### src/rtl/fetch_decode.sv
// RV32 front end: PC, level-sensitive instruction fetch, decode, and a registered valid/ready bundle to execute.
// Optional define FETCH_DECODE_PERF_EN adds the perf_retired handshake counter port.
module fetch_decode #(
    parameter logic [31:0] RESET_VECTOR = 32'h0000_0000,
    parameter int          XLEN         = 32
) (
    input  logic            clk,
    input  logic            reset,
    output logic            imem_req,
    output logic [XLEN-1:0] imem_addr,
    input  logic            imem_ack,
    input  logic [31:0]     imem_rdata,
    input  logic            redirect_valid,
    input  logic [XLEN-1:0] redirect_pc,
    output logic            out_valid,
    input  logic            out_ready,
    output logic [XLEN-1:0] pc_out,
    output logic [31:0]     instr,
    output logic [4:0]      rs1,
    output logic [4:0]      rs2,
    output logic [4:0]      rd,
    output logic [2:0]      funct3,
    output logic            funct7_5,
    output logic [1:0]      alu_op,
    output logic            alu_src,
    output logic            we,
    output logic [XLEN-1:0] imm,
    output logic            illegal
`ifdef FETCH_DECODE_PERF_EN
    ,
    output logic [31:0]     perf_retired
`endif
);

    typedef enum logic {S_FETCH = 1'b0, S_VALID = 1'b1} state_t;

    localparam logic [6:0] OP_R      = 7'b0110011;
    localparam logic [6:0] OP_IALU   = 7'b0010011;
    localparam logic [6:0] OP_LOAD   = 7'b0000011;
    localparam logic [6:0] OP_STORE  = 7'b0100011;
    localparam logic [6:0] OP_BRANCH = 7'b1100011;

    state_t            state_q;
    logic [XLEN-1:0]   pc_q;
    logic [XLEN-1:0]   pc_out_q;
    logic [31:0]       instr_q;
    logic              valid_q;
    logic              f7_q;
    logic [1:0]        alu_op_q;
    logic              alu_src_q;
    logic              we_q;
    logic [XLEN-1:0]   imm_q;
    logic              ill_q;

    // Combinational decode of the word arriving on imem_rdata
    logic              f7_d;
    logic [1:0]        alu_op_d;
    logic              alu_src_d;
    logic              we_d;
    logic [XLEN-1:0]   imm_d;
    logic              ill_d;
    logic [6:0]        opcode;

    assign opcode = imem_rdata[6:0];

    always_comb begin
        f7_d      = 1'b0;
        alu_op_d  = 2'b00;
        alu_src_d = 1'b0;
        we_d      = 1'b0;
        imm_d     = '0;
        ill_d     = 1'b0;
        case (opcode)
            OP_R: begin
                alu_op_d = 2'b10;
                we_d     = 1'b1;
                f7_d     = imem_rdata[30];
            end
            OP_IALU: begin
                alu_op_d  = 2'b10;
                alu_src_d = 1'b1;
                we_d      = 1'b1;
                imm_d     = {{20{imem_rdata[31]}}, imem_rdata[31:20]};
                // only SRAI carries a meaningful bit 30
                f7_d      = (imem_rdata[14:12] == 3'b101) ? imem_rdata[30] : 1'b0;
            end
            OP_LOAD: begin
                alu_src_d = 1'b1;
                we_d      = 1'b1;
                imm_d     = {{20{imem_rdata[31]}}, imem_rdata[31:20]};
            end
            OP_STORE: begin
                alu_src_d = 1'b1;
                imm_d     = {{20{imem_rdata[31]}}, imem_rdata[31:25], imem_rdata[11:7]};
            end
            OP_BRANCH: begin
                alu_op_d = 2'b01;
                imm_d    = {{19{imem_rdata[31]}}, imem_rdata[31], imem_rdata[7],
                            imem_rdata[30:25], imem_rdata[11:8], 1'b0};
            end
            default: ill_d = 1'b1;
        endcase
    end

    logic [XLEN-1:0] redirect_tgt;
    assign redirect_tgt = {redirect_pc[XLEN-1:2], 2'b00};

    logic unused_redirect_lsb;
    assign unused_redirect_lsb = ^redirect_pc[1:0];

    always_ff @(posedge clk or posedge reset) begin
        if (reset) begin
            state_q   <= S_FETCH;
            pc_q      <= RESET_VECTOR;
            pc_out_q  <= '0;
            instr_q   <= '0;
            valid_q   <= 1'b0;
            f7_q      <= 1'b0;
            alu_op_q  <= 2'b00;
            alu_src_q <= 1'b0;
            we_q      <= 1'b0;
            imm_q     <= '0;
            ill_q     <= 1'b0;
        end else if (redirect_valid) begin
            // Any ack this cycle is dropped; a concurrent handshake has already been taken by execute
            state_q <= S_FETCH;
            pc_q    <= redirect_tgt;
            valid_q <= 1'b0;
        end else begin
            case (state_q)
                S_FETCH: begin
                    if (imem_ack) begin
                        state_q   <= S_VALID;
                        valid_q   <= 1'b1;
                        pc_q      <= pc_q + 32'd4;
                        pc_out_q  <= pc_q;
                        instr_q   <= imem_rdata;
                        f7_q      <= f7_d;
                        alu_op_q  <= alu_op_d;
                        alu_src_q <= alu_src_d;
                        we_q      <= we_d;
                        imm_q     <= imm_d;
                        ill_q     <= ill_d;
                    end
                end
                S_VALID: begin
                    if (out_ready) begin
                        state_q <= S_FETCH;
                        valid_q <= 1'b0;
                    end
                end
                default: state_q <= S_FETCH;
            endcase
        end
    end

`ifdef FETCH_DECODE_PERF_EN
    logic [31:0] perf_q;
    always_ff @(posedge clk or posedge reset) begin
        if (reset)
            perf_q <= '0;
        else if (valid_q && out_ready)
            perf_q <= perf_q + 32'd1;
    end
    assign perf_retired = perf_q;
`endif

    assign imem_req  = (state_q == S_FETCH);
    assign imem_addr = pc_q;
    assign out_valid = valid_q;
    assign pc_out    = pc_out_q;
    assign instr     = instr_q;
    assign rs1       = instr_q[19:15];
    assign rs2       = instr_q[24:20];
    assign rd        = instr_q[11:7];
    assign funct3    = instr_q[14:12];
    assign funct7_5  = f7_q;
    assign alu_op    = alu_op_q;
    assign alu_src   = alu_src_q;
    assign we        = we_q;
    assign imm       = imm_q;
    assign illegal   = ill_q;

endmodule

### config.mk
export PLATFORM = sky130hd
export DESIGN_NAME = fetch_decode
export DESIGN_NICKNAME = d
export VERILOG_FILES = /design/src/rtl/fetch_decode.sv
export SDC_FILE = /design/constraint.sdc
export NUM_CORES = 1
export LEC_CHECK = 0
export CORE_ASPECT_RATIO = 0.6
export CORE_MARGIN = 2
export CORE_UTILIZATION = 30
export CTS_BUF_LIST = sky130_fd_sc_hd__clkbuf_16
export CTS_CLUSTER_SIZE = 25
export DETAILED_ROUTE_END_ITERATION = 12
export MAX_ROUTING_LAYER = met4
export PLACE_DENSITY_LB_ADDON = 0.12
export SYNTH_ARGS = -nofsm -noshare
export SYNTH_HDL_FRONTEND = slang
export SYNTH_SLANG_ARGS = --single-unit
### constraint.sdc
create_clock -name clk -period 9.9 [get_ports clk]
set_input_delay 0.99 -clock clk [delete_from_list [all_inputs] [get_ports clk]]
set_output_delay 0.99 -clock clk [all_outputs]
set_load 0.05 [all_outputs]
==> run summary <==
The run finished with clean final reports. The power per cell area was 219 nW/um^2. The maximum fanout along the worst path came out at 95. Hold timing on the final database bottoms out at a slack of 476 ps. For the worst setup path, the data required time is 10230 ps. The run gives 0.772 as the weighted congestion reported at the end of routability-driven placement.

Once the clock tree was built, the resizer swapped 0 gates to a different size. Setup repair after global routing left no endpoint under its margin. The residual DRC count was 0.

The logs give 0 for the count of buffers added by post-CTS timing repair for setup and 17 for the number of buffers created by CTS. After filler insertion, the fill cell instance count of the layout stands at 1652. The boundary pin count is 223, and the post-detailed-route wirelength per cell is 16.1 um.

Among all stages on the critical path, the largest delay is contributed by a211oi_2. The setup path with the least slack is of type in -> reg. For this run the aggregate overflow at the end of global routing stands at 0.

The number of instances in the synthesized netlist was 590; the source-to-sink clock delay at the later pin of the worst-skew pair was 410 ps. Clock-pin slew was measured on the worst setup and hold paths at 60 ps. The mean instance size in the synthesized netlist came out at 8.92 sq um. The number of flops mapped to enable cells by yosys was 0; the portion of the clock cycle consumed by the worst path in the final layout was 0.342.

The repair_antennas step left the layout with diodes totalling 0. On the worst path, the slowest cell contributes a delay of 740 ps. The placeable core area came out at 17200 sq um. The transition at the pin with the smallest max-transition slack was 1030 ps. The logs give 835 for the number of nets in the layout and 18700 sq um for the die outline area. During synthesis, Yosys emitted a total of 0 warnings. After legalization and detailed placement, the total HPWL measured 11500 um. Using the TritonRoute via totals, the vias-per-cell ratio works out to 4.72. Share of the yosys chip area belonging to registers: 0.537.

The kind of cell with the highest combined delay along the critical path is buffers and inverters. The tools report the total detailed-routing wirelength as 16300 um. The number of storage elements in the synthesis netlist was 113. The die span in x is 175 um. In the final timing run, aggregate negative setup slack is 0 ps.

The DRC marker count from the first detailed-route iteration came out at 255. From bottom edge to top edge, the die measures 107 um. The wire length of the first global-routing pass came out at 25500 um. The share of cells above drive strength 1 is 0.0591.

Highest metal layer with signal wires: met4. The number of hold violations in the final report was 0. The largest vdd supply drop was 0.0894 mV; the routed length on met2 was 6850 um. The logs give 295 MHz for the maximum clock frequency and 2 for the buffer depth of the longest clock path.

The class of the worst hold path is reg -> reg. The routed layout has 4780 vias. The tools report the nature of the critical path endpoint as a register.

The tightest slew margin relative to the limit came out at 0.306. TritonCTS sink count: 113. Together, buffers and inverters on the worst path number 3.

The netlist uses 47 different library cells. The global-route usage over all layers was 0.181. The initial standard-cell utilization of the core was 0.306; the largest net degree at the start of global routing was 96. TritonCTS built the clock tree.

After detailed routing, the wire length on met1 is 8090 um. The signal on the critical path passes through clkdlybuf4s50_1 > buf_4 > or3b_4 > buf_4 > a211oi_2 > nand2_1 > o22ai_1. The final max-slew violation count was 0. Among all flip-flop cells after synthesis, the most frequent one is dfrtp_1. The worst reg2reg path startpoint is state_q. The via count of the first global-routing pass was 4621; the deepest level of the CTS H-tree was 4. The count of maximum capacitance violations is 0. The routed design uses 1220 um of met3 wire.

The synthesized netlist occupies a cell area of 5260 sq um. For the worst setup path, the data arrival time is 3720 ps. The minimum clock period is 3380 ps, and the number of nets with antenna violations after routing is 0. The async set or reset register ratio after synthesis is 1.00.

The tools report the startpoint of the worst hold path as pc_out[24]. The number of antenna violations at the first check in global routing is 0, and the leakage power of the design is 0.00344 uW. Input and output buffers added on the ports amount to 216. The signed area change from the synthesized netlist to the final layout came out at 50.5%. The final setup violation count came out at 0.

The master cell of the clock root buffer was clkbuf_16. For the count of hold-fix buffers inserted at cts, the log shows 0. The first-pass iteration count of the detailed router came out at 5. The cell type with the highest occurrence count on the critical path is buf_4. The worst setup path is launched from a primary input. The cell row count is 37. The tools report the launch point of the worst path as redirect_valid.

Across the routed clock network, the largest skew measured is 8.65 ps.
[synth_stat cells, types with 2 or more instances]
cell type | count | share of area
xor2_1 | 7 | 0.012
inv_1 | 13 | 0.0093
o31ai_1 | 7 | 0.010
o21ai_0 | 33 | 0.031
or3_1 | 4 | 0.0048
nand2_1 | 210 | 0.15
a22o_1 | 6 | 0.010
and2_1 | 2 | 0.0024
nor2_1 | 32 | 0.023
nor4_1 | 5 | 0.0059
a221oi_1 | 4 | 0.0067
a311o_1 | 4 | 0.0076
or4_1 | 8 | 0.011
nand4_1 | 12 | 0.014
clkbuf_1 | 25 | 0.018
or2_2 | 2 | 0.0024
dfrtp_1 | 113 | 0.54
a21oi_1 | 3 | 0.0029
buf_4 | 41 | 0.058
nor3_1 | 2 | 0.0019
nand3_1 | 15 | 0.014
a31oi_1 | 12 | 0.014
xnor2_1 | 6 | 0.010
[where the power goes]
part           switching [uW]  internal (uW)  leakage [uW]  total, uW
logic                     386            183       0.00178        569
clock network             239            346      0.000258        586
registers                55.1            524       0.00141        579
total                     680           1050       0.00344       1730
[final timing paths]
path                                      to  slack (ps)  cells after the start
worst max-delay path                 imm[11]        6520                      7
worst min-delay path              pc_out[24]         480                      2
worst max register to register       imm[11]        7380                      5
worst min register to register    pc_out[24]         480                      2
max in group asynchronous       imem_addr[2]        7560                      3
min in group asynchronous          instr[27]        1030                      2
[worst reg2reg max path, stage by stage (launching register included)]
cell      delay (ps)
dfrtp_1          450
or3b_4           390
buf_4            400
a211oi_2         800
nand2_1          230
o22ai_1          190
[layer usage]
layer  GRT usage  vias up
met5           -        -
met4      0.0464        0
met3      0.0496       15
met2       0.252      179
met1       0.259     2302
li1            -     2284
[sequential cells by signal, summed over array words and instances (netlist names)]
name       flops
alu_op         2
alu_src        1
funct7_5       1
illegal        1
imem_addr     30
imm           13
instr         32
out_valid      1
pc_out        30
state_q        1
we             1
[final cells by class]
type	instances	area, sq um	area share
inverters	13	51.3	0.00648
multi-input cells	400	2000	0.252
clock inverters	15	136	0.0172
clock buffers	17	425	0.0537
flip-flops and latches	113	2830	0.357
well taps	234	293	0.0370
repair buffers	220	2190	0.277
[layout by cell type (no fill, tap or decap), types with 2 or more instances in the layout]
cell type          n
a311o_1            4
clkinvlp_4         5
inv_1             12
buf_4              4
o21ai_0           33
a31oi_1           12
nor4_1             5
clkinv_1           2
nand3_1           15
a22o_1             6
xor2_1             7
dfrtp_1          113
nor2_1            32
clkdlybuf4s50_1  216
a21oi_1            3
xnor2_1            6
clkinv_4           4
inv_6              3
clkbuf_16         17
nor3_1             2
or3_1              4
a221oi_1           4
nand4_1           12
nand2_1          210
or2_2              2
conb_1             4
or4_1              8
o31ai_1            7
[kinds of logic (layout without fill, tap and decap cells)]
logic type / after synthesis / after routing / synth area share
DFF: 113 / 113 / 0.537
AOI/OAI and AO/OA: 75 / 75 / 0.0927
xor gates and xnor gates: 13 / 13 / 0.0216
adders and majority gates: 1 / 1 / 0.00238
and+or+nand+nor: 306 / 306 / 0.257
muxes: 1 / 1 / 0.00190
other: 1 / 4 / 0.000712
buffers and inverters: 80 / 265 / 0.0863
[stage by stage]
step	cell area [sq um]	util	setup slack (ps)	instances	power, uW
6_report	7920	0.461	6520	1012	1730
5_1_grt	7920	0.461	6260	1012	1800
4_1_cts	7920	0.461	6520	1012	1750
3_5_place_dp	7360	0.429	6080	980	1160
3_3_place_gp	7360	0.429	6130	980	1150
2_1_floorplan	5280	-	5920	593	957
No activity file was read; power rests on OpenSTA's default activity.
